--- src/rtl/moving_sum_shift_div.sv ---
// Divide a signed running sum by 2^shift with round-half-up and saturation to OUT_WIDTH bits.
// Optional saturation-event counter enabled by `define MOVING_SUM_SHIFT_DIV_SAT_CNT_EN.
module moving_sum_shift_div #(
  parameter int unsigned IN_WIDTH  = 24,
  parameter int unsigned OUT_WIDTH = 16,
  parameter int unsigned SHIFT_W   = 5
) (
  input  logic                 clk,
  input  logic                 reset,
  input  logic                 clear,
  input  logic [SHIFT_W-1:0]   shift,
  input  logic [IN_WIDTH-1:0]  i_tdata,
  input  logic                 i_tlast,
  input  logic                 i_tvalid,
  output logic                 i_tready,
  output logic [OUT_WIDTH-1:0] o_tdata,
  output logic                 o_tlast,
  output logic                 o_tvalid,
  input  logic                 o_tready,
  output logic [15:0]          sat_count
);

  localparam int unsigned SumW     = IN_WIDTH + 1;
  localparam int unsigned MaxShift = IN_WIDTH - 1;

  localparam logic signed [SumW-1:0] SatMax =
    SumW'((64'd1 << (OUT_WIDTH - 1)) - 64'd1);
  localparam logic signed [SumW-1:0] SatMin = ~SatMax;

  localparam logic [OUT_WIDTH-1:0] OutMax = {1'b0, {(OUT_WIDTH - 1){1'b1}}};
  localparam logic [OUT_WIDTH-1:0] OutMin = {1'b1, {(OUT_WIDTH - 1){1'b0}}};

  // Pipeline registers
  logic                   s1_valid_q, s1_valid_d;
  logic signed [SumW-1:0] s1_data_q, s1_data_d;
  logic                   s1_last_q, s1_last_d;
  logic                   s2_valid_q, s2_valid_d;
  logic [OUT_WIDTH-1:0]   s2_data_q, s2_data_d;
  logic                   s2_last_q, s2_last_d;

  // Handshake
  logic s1_advance;
  logic s1_load;
  logic s2_load;

  always_comb begin
    s1_advance = !s2_valid_q || o_tready;
    i_tready   = !reset && !clear && (!s1_valid_q || s1_advance);
    s1_load    = i_tvalid && i_tready;
    s2_load    = s1_valid_q && s1_advance;
  end

  // Stage 1 datapath: clamp shift, add half an LSB, arithmetic shift.
  // Rounding at acceptance time is what pins each sample to the shift seen with it.
  int unsigned            shift_sat;
  logic signed [SumW-1:0] sum_ext;
  logic signed [SumW-1:0] round_bias;
  logic signed [SumW-1:0] round_sum;
  logic signed [SumW-1:0] round_q;

  always_comb begin
    shift_sat = 32'(shift);
    if (shift_sat > MaxShift) begin
      shift_sat = MaxShift;
    end
    sum_ext    = {i_tdata[IN_WIDTH-1], i_tdata};
    round_bias = '0;
    if (shift_sat != 0) begin
      round_bias = SumW'(1) << (shift_sat - 1);
    end
    round_sum = sum_ext + round_bias;
    round_q   = round_sum >>> shift_sat;
  end

  // Stage 2 datapath: saturate the rounded quotient to the output range
  logic                 clamp_hi;
  logic                 clamp_lo;
  logic [OUT_WIDTH-1:0] sat_value;

  always_comb begin
    clamp_hi  = s1_data_q > SatMax;
    clamp_lo  = s1_data_q < SatMin;
    sat_value = s1_data_q[OUT_WIDTH-1:0];
    if (clamp_hi) begin
      sat_value = OutMax;
    end else if (clamp_lo) begin
      sat_value = OutMin;
    end
  end

  // Next-state
  always_comb begin
    s1_valid_d = s1_valid_q;
    s1_data_d  = s1_data_q;
    s1_last_d  = s1_last_q;
    if (s1_load) begin
      s1_valid_d = 1'b1;
      s1_data_d  = round_q;
      s1_last_d  = i_tlast;
    end else if (s1_advance) begin
      s1_valid_d = 1'b0;
    end

    s2_valid_d = s2_valid_q;
    s2_data_d  = s2_data_q;
    s2_last_d  = s2_last_q;
    if (s2_load) begin
      s2_valid_d = 1'b1;
      s2_data_d  = sat_value;
      s2_last_d  = s1_last_q;
    end else if (o_tready) begin
      s2_valid_d = 1'b0;
    end
  end

  always_ff @(posedge clk) begin
    if (reset || clear) begin
      s1_valid_q <= 1'b0;
      s1_data_q  <= '0;
      s1_last_q  <= 1'b0;
      s2_valid_q <= 1'b0;
      s2_data_q  <= '0;
      s2_last_q  <= 1'b0;
    end else begin
      s1_valid_q <= s1_valid_d;
      s1_data_q  <= s1_data_d;
      s1_last_q  <= s1_last_d;
      s2_valid_q <= s2_valid_d;
      s2_data_q  <= s2_data_d;
      s2_last_q  <= s2_last_d;
    end
  end

  assign o_tvalid = s2_valid_q;
  assign o_tdata  = s2_data_q;
  assign o_tlast  = s2_last_q;

`ifdef MOVING_SUM_SHIFT_DIV_SAT_CNT_EN
  logic [15:0] sat_count_q, sat_count_d;

  // Counts clamped loads into stage 2, sticking at all-ones
  always_comb begin
    sat_count_d = sat_count_q;
    if (s2_load && (clamp_hi || clamp_lo) && (sat_count_q != 16'hFFFF)) begin
      sat_count_d = sat_count_q + 16'd1;
    end
  end

  always_ff @(posedge clk) begin
    if (reset || clear) begin
      sat_count_q <= '0;
    end else begin
      sat_count_q <= sat_count_d;
    end
  end

  assign sat_count = sat_count_q;
`else
  assign sat_count = '0;
`endif

endmodule
--- config.mk ---
export PLATFORM = sky130hd
export DESIGN_NAME = moving_sum_shift_div
export DESIGN_NICKNAME = d
export VERILOG_FILES = /design/src/rtl/moving_sum_shift_div.sv
export SDC_FILE = /design/constraint.sdc
export NUM_CORES = 1
export LEC_CHECK = 0
export CAP_MARGIN = 20
export CORE_MARGIN = 5
export CORE_UTILIZATION = 40
export DETAILED_ROUTE_END_ITERATION = 7
export PLACE_DENSITY_LB_ADDON = 0.2
export RECOVER_POWER = 50
export SLEW_MARGIN = 20
export SYNTH_ARGS = -nofsm -noshare
export SYNTH_HDL_FRONTEND = slang
export SYNTH_SLANG_ARGS = --single-unit
--- constraint.sdc ---
create_clock -name clk -period 6.9 [get_ports clk]
set_input_delay 1.38 -clock clk [delete_from_list [all_inputs] [get_ports clk]]
set_output_delay 1.38 -clock clk [all_outputs]
set_load 0.005 [all_outputs]
== Word level (Yosys, flattened, before mapping) ==
Cells that the tools add are included.
Operators by class
  add/subtract/negate cells: 2
  multipliers: 0
  div/mod/pow operators: 0
  magnitude comparators: 3
  equality and inequality tests: 0
  shifts and indexed selects: 2
  mux-type cells: 8
  bitwise operators: 0
  reductions and logical operators: 14
Operators by type and width (count)
  2-to-1 mux 16 bit: 2
  nonzero test 32 bit: 1
  << shifter 1 x 32 -> 25 bit, first input constant: 1
  >>> shifter 25 x 32 -> 25 bit: 1
  subtractor 32 x 1 -> 32 bit, second input constant: 1
  adder 24 x 25 -> 25 bit: 1
  greater-than comparator 25 x 16 -> 1 bit, second input constant: 1
  less-than comparator 25 x 16 -> 1 bit, second input constant: 1
  2-to-1 mux 25 bit: 1
  greater-than comparator 5 bit, second input constant: 1
  2-to-1 mux 5 bit: 1
  logical AND 1 bit: 4
  logical NOT 1 bit: 4
  2-to-1 mux 1 bit: 4
  nonzero test 2 bit: 2
  logical OR 1 bit: 3
Storage, ports and cells
  register bits: 45
  bits in latches: 0
  RAM bits: 0
  ROM bits: 0
  input bits: 35
  output and inout port bits: 35
  logic and storage cells: 35
  memories: 0

== Logic depth before layout (Yosys ltp) ==
  depth after elaboration: 7
  depth in mapped cells: 23
  depth with buffers taken out: 20

== Worst setup path after synthesis ==
No wires, ideal clock.
  path kind: input to register
  start point: input shift[4]
  end point: register s1_data_q[9]
  setup time: 115 ps
  arrival time: 5689 ps
  data required time: 6785 ps
  setup slack: 1096 ps
  cell stages on the path: 20
  path buffers: 2
  cells stage by stage: buf_2 -> clkinv_1 -> o21ai_0 -> clkinv_1 -> clkbuf_1 -> ha_1 -> nor2b_1 -> nand2_1 -> nor2_1 -> ha_1 -> fa_1 -> a211oi_1 -> o211ai_2 -> a2111oi_0 -> or3_1 -> nor2_1 -> o21ai_0 -> mux2i_1 -> o21ba_2 -> a21bo_2
Between the ends
  word-level cells in the longest chain between the ends: 7
  elaborated cells between the ends (all ways): 8
  classes of those cells: add/sub: 2; order compare: 1; shift: 2; mux: 2; reduce/logical: 1
RTL lines
  from (decl): line 11  | input logic [SHIFT_W-1:0] shift,
  greater-than comparator 5 bit: line 63  | if (shift_sat > MaxShift) begin
  2-to-1 mux 5 bit *: line 63
  subtractor 32 x 1 -> 32 bit: line 69  | round_bias = SumW'(1) << (shift_sat - 1);
  << shifter 1 x 32 -> 25 bit: line 69
  2-to-1 mux 25 bit: line 68  | if (shift_sat != 0) begin
  adder 24 x 25 -> 25 bit: line 71  | round_sum = sum_ext + round_bias;
  >>> shifter 25 x 32 -> 25 bit *: line 72  | round_q = round_sum >>> shift_sat;
  to (signal assigned): line 126  | s1_data_q <= s1_data_d;
  to (decl): line 35  | logic signed [SumW-1:0] s1_data_q, s1_data_d;
Every way passes the cells marked *; elsewhere a longest branch is shown, timed or not.
A chain may end at the register's enable or synchronous reset.

== Worst setup path after layout ==
  start point: input shift[3]
  end point: register s1_data_q[12]
Same word-level chain as after synthesis.

==> flow_summary.json <==
{
  "grt.busiest_layer": "met2",
  "pwr-share-clk_pct": 28.0,
  "cp-end-kind": "flip-flop",
  "io_pins": 70,
  "worst_pin_slew_ps": 1020,
  "p_switching_uw": 315,
  "coreArea_sq_um": 12600,
  "gr-usage-met3_pct": 1.83,
  "status": "finished clean",
  "p_sw_share_pct": 37.7,
  "slowest_stage": "a2111oi_0",
  "fin_cells": 950,
  "ys_types": 81,
  "synth_edf_count": 0,
  "nets": 839,
  "synth.largest_area_cell": "dfxtp_1",
  "max_cap_viol_count": 0,
  "cts_setup_buffers": 0,
  "worstPathCellList": "clkdlybuf4s50_1, buf_4, nor4_1, ha_1, nor2b_1, nand2_1, nor2_1, ha_1, fa_1, a211oi_1, o211ai_2, and3b_1, or3_1, nor2_1, a211oi_1, a2111oi_0, o21ai_0, a41oi_1",
  "cts_resized": 0,
  "stdcell_area_sq_um": 5910,
  "yosysTopAreaCellShare_pct": 17.6,
  "ys_ff_latch": 45,
  "clock_latency_ps": 290,
  "required_ps": 7120,
  "drt_iter0_markers": 556,
  "grt_antenna_before_repair": 0,
  "start_util_pct": 40.7,
  "die_width_microns": 123,
  "grt_max_degree": 35,
  "dpl.hpwl_microns": 14200,
  "fin_setup_tns_ps": 0,
  "met2_usage_pct": 42.0,
  "drtPass1Iterations": 7,
  "cts-root-buf": "clkbuf_16",
  "seq_area_frac_synth_pct": 17.6,
  "cts_hold_buf": 0,
  "worstPathArrival_ps": 6440,
  "synth_top_flop_cell": "dfxtp_1",
  "htree_levels": 2,
  "power.total_uw": 836,
  "drc_errors": 0,
  "ir_worst_vdd_mv": 0.0776,
  "rsz0062_at_grt": "false",
  "cts.sinks": 45,
  "dpl-instance-area_sq_um": 5770,
  "setup_violations": 0,
  "slew-limit-headroom_pct": 31.6,
  "synth.cell_area_sq_um": 5110,
  "antenna_cells": 0,
  "final.fill_count": 1323,
  "wirelength_microns": 18300,
  "skew_ps": 6.53,
  "grtUsageTotal_pct": 24.1,
  "setup.worst_path.class": "in2reg",
  "gp_congestion": 1.00,
  "die_area_sq_um": 15100,
  "yosys_warnings": 0,
  "startpoint_type": "input pin",
  "yosysMostFrequentCell": "nand2_1",
  "fp-row-count": 41,
  "power.density_nw_per_um2": 141,
  "wire_per_inst_microns": 19.3,
  "syn_area_per_cell_sq_um": 6.91,
  "area_growth_pct": 15.6,
  "dr_total_vias": 5813,
  "fmax_mhz": 161,
  "min_path_type": "reg2reg",
  "cts_tree": "done",
  "portBuffers": 53,
  "fin_crit_sh_pct": 90.1,
  "dp.cells": 942,
  "fp.dieH_microns": 123,
  "drv_slew": 0,
  "post_drt_via_cell_ratio": 6.12,
  "p_seq_share_pct": 33.1,
  "grt_overflow_total": 0,
  "intPower_uw": 521,
  "rrSetupSlack_ps": 4570,
  "path_max_fanout": 15,
  "ant_nets": 0,
  "netlist_instances": 740,
  "grt_pass1_wl_microns": 28900,
  "async_flop_share_pct": 0,
  "p_comb_share_pct": 38.9,
  "min_period_ps": 6220,
  "gr-usage-met1_pct": 30.7,
  "max_stage_delay_ps": 550,
  "drive_gt1_share_pct": 7.97,
  "leakagePower_nw": 2.33,
  "path_clk_slew_ps": 60,
  "hold_violations": 0,
  "numCtsBuffers": 5,
  "synth_common_cells": "nand2_1 (97), nor2_1 (92), a21oi_1 (81)",
  "netlist_top_cells_area": "dfxtp_1 (18%), a21oi_1 (7.9%), nand2_1 (7.1%)",
  "grt_pass1_vias": 5464,
  "clk_path_buf_depth": 2
}
==> critical path, delay by kind of cell <==
kind                       cells  cell delay (ps)
and+or+nand+nor                7             1760
AOI/OAI and AO/OA              6             1750
adders and majority gates      3              920
buffers and inverters          2              610
==> registers in the layout, summed over array words and instances, names as in the netlist <==
| register | count |
|---|---|
| s1_data_q | 25 |
| o_tvalid | 1 |
| o_tlast | 1 |
| s1_last_q | 1 |
| s1_valid_q | 1 |
| o_tdata | 16 |
==> metrics by stage <==
| step | setup WS, ps | utilization [%] | hold WS, ps |
|---|---|---|---|
| after floorplan | 1100 | - | 434 |
| after global placement | 531 | 45.9 | 443 |
| after detailed placement | 522 | 45.9 | 451 |
| after CTS | 796 | 47.0 | 462 |
| after global routing | 373 | 47.0 | 486 |
| final | 682 | 47.0 | 457 |
==> cell usage in the layout (no fill, tap or decap), types with 13 or more instances in the layout <==
cell / n
dfxtp_1: 45
o211ai_1: 15
clkdlybuf4s50_1: 33
a21oi_1: 81
nand2_1: 97
nor3_1: 21
ha_1: 26
o21ai_0: 52
buf_4: 21
a211oi_1: 15
a31oi_1: 16
dlygate4sd3_1: 20
conb_1: 16
nand3_1: 25
nor2_1: 92
xor2_1: 13
mux2i_1: 17
==> path summary, 6_finish.rpt <==
path              startpoint             to  depth (start not counted)
setup reg to reg    o_tvalid    o_tdata[10]                          5
hold / removal     s1_last_q      s1_last_q                          2
hold reg to reg    s1_last_q      s1_last_q                          2
setup / recovery    shift[3]  s1_data_q[12]                         18
==> routing by layer <==
| layer | vias up | share of wire (%) |
|---|---|---|
| met5 | - | 0 |
| met4 | 0 | 3.6 |
| met3 | 46 | 5.2 |
| met2 | 257 | 48 |
| met1 | 2725 | 43 |
| li1 | 2785 | - |
==> logic make-up after synthesis <==
logic type | Yosys count | synth area share, %
muxes | 23 | 5.60
adders and majority gates | 27 | 6.75
DFF | 45 | 17.6
buffers and inverters | 71 | 6.80
AOI/OAI and AO/OA | 265 | 34.0
other | 1 | 0.0733
xor gates and xnor gates | 20 | 3.57
and+or+nand+nor | 288 | 25.6
==> area by class of cell <==
type	instances	area, sq um	area share [%]
clock buffer	6	129	2.18
tap	172	215	3.64
clock inverter	2	10.0	0.169
sequential	45	901	15.2
multi-input combinational	639	3920	66.4
timing repair buffer	75	692	11.7
inverter	11	41.3	0.699
==> power groups by stage <==
stage               Sequential (mW)  Clock [mW]  Combinational (mW)
CTS                           0.277       0.237               0.320
finish                        0.277       0.234               0.325
global route                  0.278       0.247               0.351
detailed placement            0.283           0               0.318
floorplan                     0.281           0               0.220
global placement              0.282           0               0.317
No activity file was read; power rests on OpenSTA's default activity.
